File: src/rtl/prime_sweep_if.sv
// Sweep control and prime-checker handshake bundle for prime_sweep.
// The slave side is the sweeper; the master side drives start/range and models the checker.
interface prime_sweep_if;
  logic        start_i;
  logic [3:0]  lo_i;
  logic [3:0]  hi_i;
  logic        busy_o;
  logic        done_o;
  logic        err_o;
  logic [15:0] prime_map_o;
  logic [4:0]  prime_count_o;
  logic        chk_en_o;
  logic [3:0]  chk_data_o;
  logic        chk_prime_i;
  logic        chk_valid_i;

  modport slave (
    input  start_i, lo_i, hi_i, chk_prime_i, chk_valid_i,
    output busy_o, done_o, err_o, prime_map_o, prime_count_o, chk_en_o, chk_data_o
  );

  modport master (
    output start_i, lo_i, hi_i, chk_prime_i, chk_valid_i,
    input  busy_o, done_o, err_o, prime_map_o, prime_count_o, chk_en_o, chk_data_o
  );
endinterface

File: src/rtl/prime_sweep.sv
// Walks cur from lo to hi through an external prime checker, building a bitmap
// and population count of the primes found; aborts with err on empty range or timeout.
module prime_sweep #(
  parameter int TIMEOUT_CYCLES = 64
) (
  input  logic         clk,
  input  logic         rst,
  prime_sweep_if.slave sw
);

  localparam int TW = (TIMEOUT_CYCLES > 2) ? $clog2(TIMEOUT_CYCLES) : 1;
  localparam logic [TW-1:0] TMO_LAST = TW'(TIMEOUT_CYCLES - 1);

  typedef enum logic [1:0] {
    S_IDLE  = 2'd0,
    S_ISSUE = 2'd1,
    S_WAIT  = 2'd2,
    S_DONE  = 2'd3
  } state_t;

  state_t        state, state_nx;
  logic [TW-1:0] timer;
  logic [3:0]    cur;
  logic [3:0]    hi_q;
  logic [15:0]   map_q;
  logic [4:0]    cnt_q;
  logic          err_q;
  logic          en_q;

  logic          accept;
  logic          empty;
  logic          absorb;
  logic          tmo;
  logic          busy;
  logic          done;

  assign empty = (sw.lo_i > sw.hi_i);

  always_ff @(posedge clk or posedge rst) begin
    if (rst) state <= S_IDLE;
    else     state <= state_nx;
  end

  // Strobes: accept = start taken, absorb = checker result consumed, tmo = abort.
  always_comb begin
    state_nx = state;
    accept   = 1'b0;
    absorb   = 1'b0;
    tmo      = 1'b0;
    case (state)
      S_IDLE: begin
        if (sw.start_i) begin
          accept   = 1'b1;
          state_nx = empty ? S_DONE : S_ISSUE;
        end
      end
      S_ISSUE: begin
        if (!sw.chk_valid_i) begin
          state_nx = S_WAIT;
        end else if (timer == TMO_LAST) begin
          tmo      = 1'b1;
          state_nx = S_DONE;
        end
      end
      S_WAIT: begin
        if (sw.chk_valid_i) begin
          absorb   = 1'b1;
          state_nx = (cur == hi_q) ? S_DONE : S_ISSUE;
        end else if (timer == TMO_LAST) begin
          tmo      = 1'b1;
          state_nx = S_DONE;
        end
      end
      S_DONE:  state_nx = S_IDLE;
      default: state_nx = S_IDLE;
    endcase
  end

  always_comb begin
    busy = 1'b0;
    done = 1'b0;
    case (state)
      S_ISSUE: busy = 1'b1;
      S_WAIT:  busy = 1'b1;
      S_DONE:  done = 1'b1;
      default: ;
    endcase
  end

  // Timer restarts on every state change, so ISSUE and WAIT each get their own budget.
  always_ff @(posedge clk or posedge rst) begin
    if (rst)                    timer <= '0;
    else if (state_nx != state) timer <= '0;
    else if (busy)              timer <= timer + 1'b1;
  end

  always_ff @(posedge clk or posedge rst) begin
    if (rst) begin
      cur   <= '0;
      hi_q  <= '0;
      map_q <= '0;
      cnt_q <= '0;
      err_q <= 1'b0;
      en_q  <= 1'b0;
    end else begin
      en_q <= (state_nx == S_ISSUE);
      if (accept) begin
        hi_q  <= sw.hi_i;
        map_q <= '0;
        cnt_q <= '0;
        err_q <= empty;
        if (!empty) cur <= sw.lo_i;
      end
      if (absorb) begin
        map_q[cur] <= sw.chk_prime_i;
        cnt_q      <= cnt_q + {4'b0, sw.chk_prime_i};
        // Compare before increment so hi=15 terminates without wrapping cur.
        if (cur != hi_q) cur <= cur + 4'd1;
      end
      if (tmo) err_q <= 1'b1;
    end
  end

  assign sw.busy_o        = busy;
  assign sw.done_o        = done;
  assign sw.err_o         = err_q;
  assign sw.prime_map_o   = map_q;
  assign sw.prime_count_o = cnt_q;
  assign sw.chk_en_o      = en_q;
  assign sw.chk_data_o    = cur;

endmodule

File: src/flat_wrapper.sv
// flat-port wrapper written by rule: the top's interface ports become plain ports
module prime_sweep_flat 
#(
  parameter int TIMEOUT_CYCLES = 64
)
  (clk, rst, sw_start_i, sw_lo_i, sw_hi_i, sw_chk_prime_i, sw_chk_valid_i, sw_busy_o, sw_done_o, sw_err_o, sw_prime_map_o, sw_prime_count_o, sw_chk_en_o, sw_chk_data_o);
  prime_sweep_if sw_i ();
  input  logic clk;
  input  logic rst;
  input wire logic [$bits(sw_i.start_i)-1:0] sw_start_i;
  input wire logic [$bits(sw_i.lo_i)-1:0] sw_lo_i;
  input wire logic [$bits(sw_i.hi_i)-1:0] sw_hi_i;
  input wire logic [$bits(sw_i.chk_prime_i)-1:0] sw_chk_prime_i;
  input wire logic [$bits(sw_i.chk_valid_i)-1:0] sw_chk_valid_i;
  output wire logic [$bits(sw_i.busy_o)-1:0] sw_busy_o;
  output wire logic [$bits(sw_i.done_o)-1:0] sw_done_o;
  output wire logic [$bits(sw_i.err_o)-1:0] sw_err_o;
  output wire logic [$bits(sw_i.prime_map_o)-1:0] sw_prime_map_o;
  output wire logic [$bits(sw_i.prime_count_o)-1:0] sw_prime_count_o;
  output wire logic [$bits(sw_i.chk_en_o)-1:0] sw_chk_en_o;
  output wire logic [$bits(sw_i.chk_data_o)-1:0] sw_chk_data_o;
  assign sw_i.start_i = sw_start_i;
  assign sw_i.lo_i = sw_lo_i;
  assign sw_i.hi_i = sw_hi_i;
  assign sw_i.chk_prime_i = sw_chk_prime_i;
  assign sw_i.chk_valid_i = sw_chk_valid_i;
  assign sw_busy_o = sw_i.busy_o;
  assign sw_done_o = sw_i.done_o;
  assign sw_err_o = sw_i.err_o;
  assign sw_prime_map_o = sw_i.prime_map_o;
  assign sw_prime_count_o = sw_i.prime_count_o;
  assign sw_chk_en_o = sw_i.chk_en_o;
  assign sw_chk_data_o = sw_i.chk_data_o;
  prime_sweep #(.TIMEOUT_CYCLES(TIMEOUT_CYCLES)) u_core (.clk(clk), .rst(rst), .sw(sw_i));
endmodule
File: config.mk
export PLATFORM = sky130hd
export DESIGN_NAME = prime_sweep_flat
export DESIGN_NICKNAME = d
export VERILOG_FILES = /design/src/rtl/prime_sweep_if.sv /design/src/rtl/prime_sweep.sv /design/src/flat_wrapper.sv
export SDC_FILE = /design/constraint.sdc
export NUM_CORES = 1
export LEC_CHECK = 0
export BUFFER_PORTS_ARGS = -buffer_cell sky130_fd_sc_hd__buf_2
export CORE_MARGIN = 5
export CORE_UTILIZATION = 55
export DETAILED_ROUTE_END_ITERATION = 10
export PLACE_DENSITY = 0.76
export SLEW_MARGIN = 20
export SYNTH_ARGS = -nofsm -noshare
export SYNTH_HDL_FRONTEND = slang
export SYNTH_SLANG_ARGS = --single-unit
export TNS_END_PERCENT = 20
File: constraint.sdc
create_clock -name clk -period 2.8 [get_ports clk]
set_input_delay 0.14 -clock clk [delete_from_list [all_inputs] [get_ports clk]]
set_output_delay 0.14 -clock clk [all_outputs]
set_load 0.02 [all_outputs]
==> out/metrics.yaml <==
hold_path_class: "input pin to register"
crit_path_start_kind: "register"
criticalPathCategory: "register to register"
grt_overflow: 0
ys_ff_latch: 39
path_clk_slew_ns: 0.07
ir_drop_mv: 0.6080
globalplace.congestion: 0.8548
num_rows: 23
slew_viol_final: 0
synthesis.nets: 268
final.min_clock_period_ns: 2.052
rsz0062_at_grt: "false"
synth.area.top_cells: "dfrtp_1, ha_1, nand2_1, nand4_1, o211ai_1"
maxCapViolations: 0
wl_per_cell_um: 14.60
slew_headroom: 0.5153
end_kind: "register"
htreeDepth: 2
ys.warnings.count: 0
async_flop_share: 1.000
syn_avg_cell_area_sq_um: 9.350
fillers: 353
first_pass_iters: 4
synth_top_area_cell: "dfrtp_1"
pin_count: 42
ant_nets: 0
setup_violations: 0
post_cts_buffers: 0
p_per_area_mw_per_mm2: 926.5
yosysSeqAreaShare: 0.4367
tns_ns: 0
synth-edff-count: 0
tightest_slew_ns: 0.7263
totalWireLength_um: 4818
fp.coreArea_sq_mm: 0.003971
synthCells: 239
grt_max_degree: 25
cts_tree: "done"
cp_slowest_cell: "dfrtp_1"
drt_iter0_markers: 167
areaGrowthSynthToFinish_pct: 15.45
die_x_um: 73.74
port_buffers: 41
ys.flop_type: "dfrtp_1"
dp_cells: 322
cellLeakagePower_nw: 1.313
clkLatencyLatePin_ns: 0.29
drive_above_1_share: 0.2000
synth_area_sq_mm: 0.002235
fp.dieH_um: 73.74
initial_utilization: 0.5627
yosys.cell_count.top_type: "nand2_1"
netlist.area_leader.share: 0.4367
worstPathRequired_ns: 3.01
outcome: "finished clean"
ys_top_cells_by_count: "nand2_1, dfrtp_1, ha_1, nand4_1, o21ai_0"
crit_arrival_ns: 2.26
netlist-cell-type-count: 38
antenna_found_initial: 0
hpwl_um: 3646
cp_top_family: "compound AO/OA/AOI/OAI gates"
crit_buf_inv: 0
fin_crit_sh: 0.7328
viasPerCell: 5.667
layout.nets: 309
stdcell_count: 330
crit_chain: "ha_1 > and4_1 > a221oi_1 > o22a_1 > mux2_2 > nor3_1"
clock_path_buffers: 2
skew_ns: 0.003601
hold_violations: 0
drc: 0
cp_max_fo: 6
diodes: 0
cts_resized: 0
cts-root-buf: "clkbuf_8"
ctsHoldBuffers: 1
grt_pass1_wl_um: 8273
fmax_mhz: 487.4
die_area_sq_mm: 0.005438
num_vias: 1870
clock-sinks: 39
grt_use_total: 0.1954
cts_made_buffers: 5
crit_path_max_incr_delay_ns: 0.41
grt_pass1_vias: 1775
## worst register-to-register path, cell delays in order, from the launching register on
cell and delay, ns:
dfrtp_1 0.41, ha_1 0.23, and4_1 0.25, a221oi_1 0.26, o22a_1 0.22, mux2_2 0.40, nor3_1 0.21
## path summary, 6_finish.rpt
kind / from / to / slack [ns] / depth (start not counted)
max reg2reg: u_core.timer[0]$_DFFE_PP0P_ / u_core.timer[1]$_DFFE_PP0P_ / 0.75 / 6
min in group asynchronous: rst / u_core.sw.prime_map_o[0]$_DFF_PP0_ / 0.51 / 3
min reg2reg: u_core.hi_q[1]$_DFFE_PP0P_ / u_core.hi_q[1]$_DFFE_PP0P_ / 0.52 / 2
min: sw_hi_i[0] / u_core.hi_q[0]$_DFFE_PP0P_ / 0.1 / 2
max: u_core.timer[0]$_DFFE_PP0P_ / u_core.timer[1]$_DFFE_PP0P_ / 0.75 / 6
max in group asynchronous: rst / u_core.hi_q[3]$_DFFE_PP0P_ / 1.55 / 4
## power by group
part           leakage (nW)  internal, mW  switching [mW]
Combinational         0.745         0.436           0.695
Sequential            0.521         0.701           0.174
Clock                0.0470         0.193           0.191
Total                  1.31          1.33            1.06
## metrics by stage
step / area [sq um] / hold WS [ns] / power, mW / worst slack, ns / util
4_1_cts: 2580 / 0.09282 / 2.401 / 0.7347 / 0.6497
6_report: 2580 / 0.09824 / 2.390 / 0.7483 / 0.6497
2_1_floorplan: 2235 / 0.2864 / 1.694 / 0.7787 / -
5_1_grt: 2580 / 0.1080 / 2.575 / 0.5508 / 0.6497
3_3_place_gp: 2482 / 0.2920 / 1.985 / 0.7340 / 0.6251
3_5_place_dp: 2482 / 0.3072 / 2.006 / 0.7503 / 0.6251
## layout make-up
| class | count | area (sq um) | area share |
|---|---|---|---|
| clock buffers | 6 | 82.58 | 0.03201 |
| clock inverters | 1 | 5.005 | 0.001940 |
| inverters | 10 | 37.54 | 0.01455 |
| multi-input cells | 179 | 1179 | 0.4568 |
| flip-flops and latches | 39 | 975.9 | 0.3783 |
| well taps | 50 | 62.56 | 0.02425 |
| repair buffers | 45 | 237.7 | 0.09214 |
## kinds of logic (layout without fill, tap and decap cells)
| kind of cell | after synthesis | in the layout | synth area share |
|---|---|---|---|
| AND/OR/NAND/NOR | 97 | 97 | 0.2100 |
| AO/OA/AOI/OAI | 49 | 49 | 0.1545 |
| flip-flops | 39 | 39 | 0.4367 |
| buffers and inverters | 21 | 62 | 0.03583 |
| adder cells (fa/ha/maj) | 16 | 16 | 0.08958 |
| XOR/XNOR | 11 | 11 | 0.04311 |
| multiplexers | 6 | 6 | 0.03023 |
## placed cells by master (no fill, tap or decap), types with 2 or more instances in the layout
cell type / Yosys / final
nand2b_1: 2 / 2
clkbuf_8: 0 / 6
nor2b_1: 6 / 6
inv_1: 10 / 10
mux2i_1: 3 / 3
nand2_1: 40 / 40
o211ai_1: 12 / 12
a22o_1: 2 / 2
nand3_1: 6 / 6
a21oi_1: 3 / 3
nor2_1: 13 / 13
nor3_1: 7 / 7
ha_1: 16 / 16
o211a_1: 2 / 2
and2_1: 3 / 3
nand4_1: 16 / 16
xnor2_1: 6 / 6
o311ai_0: 4 / 4
dfrtp_1: 39 / 39
o21ai_0: 14 / 14
xor2_1: 5 / 5
o21a_1: 3 / 3
buf_4: 0 / 3
buf_2: 1 / 41
a221o_1: 2 / 2
mux2_2: 2 / 2
## layer usage
layer	routed length, um	up-vias	part of all wire	global-route usage
li1	-	943	-	-
met1	2264	861	0.47	0.2809
met2	2164	61	0.45	0.2943
met3	330	5	0.068	0.04514
met4	59	0	0.012	0.05433
met5	0	-	0	0
## state kept, by name (all words and copies together) (netlist names)
name                     count
u_core.sw.chk_en_o           1
u_core.state                 2
u_core.timer                 6
u_core.sw.prime_count_o      5
u_core.hi_q                  4
u_core.sw.chk_data_o         4
u_core.sw.prime_map_o       16
u_core.sw.err_o              1
Note: power is estimated with default switching activity, not from simulation.
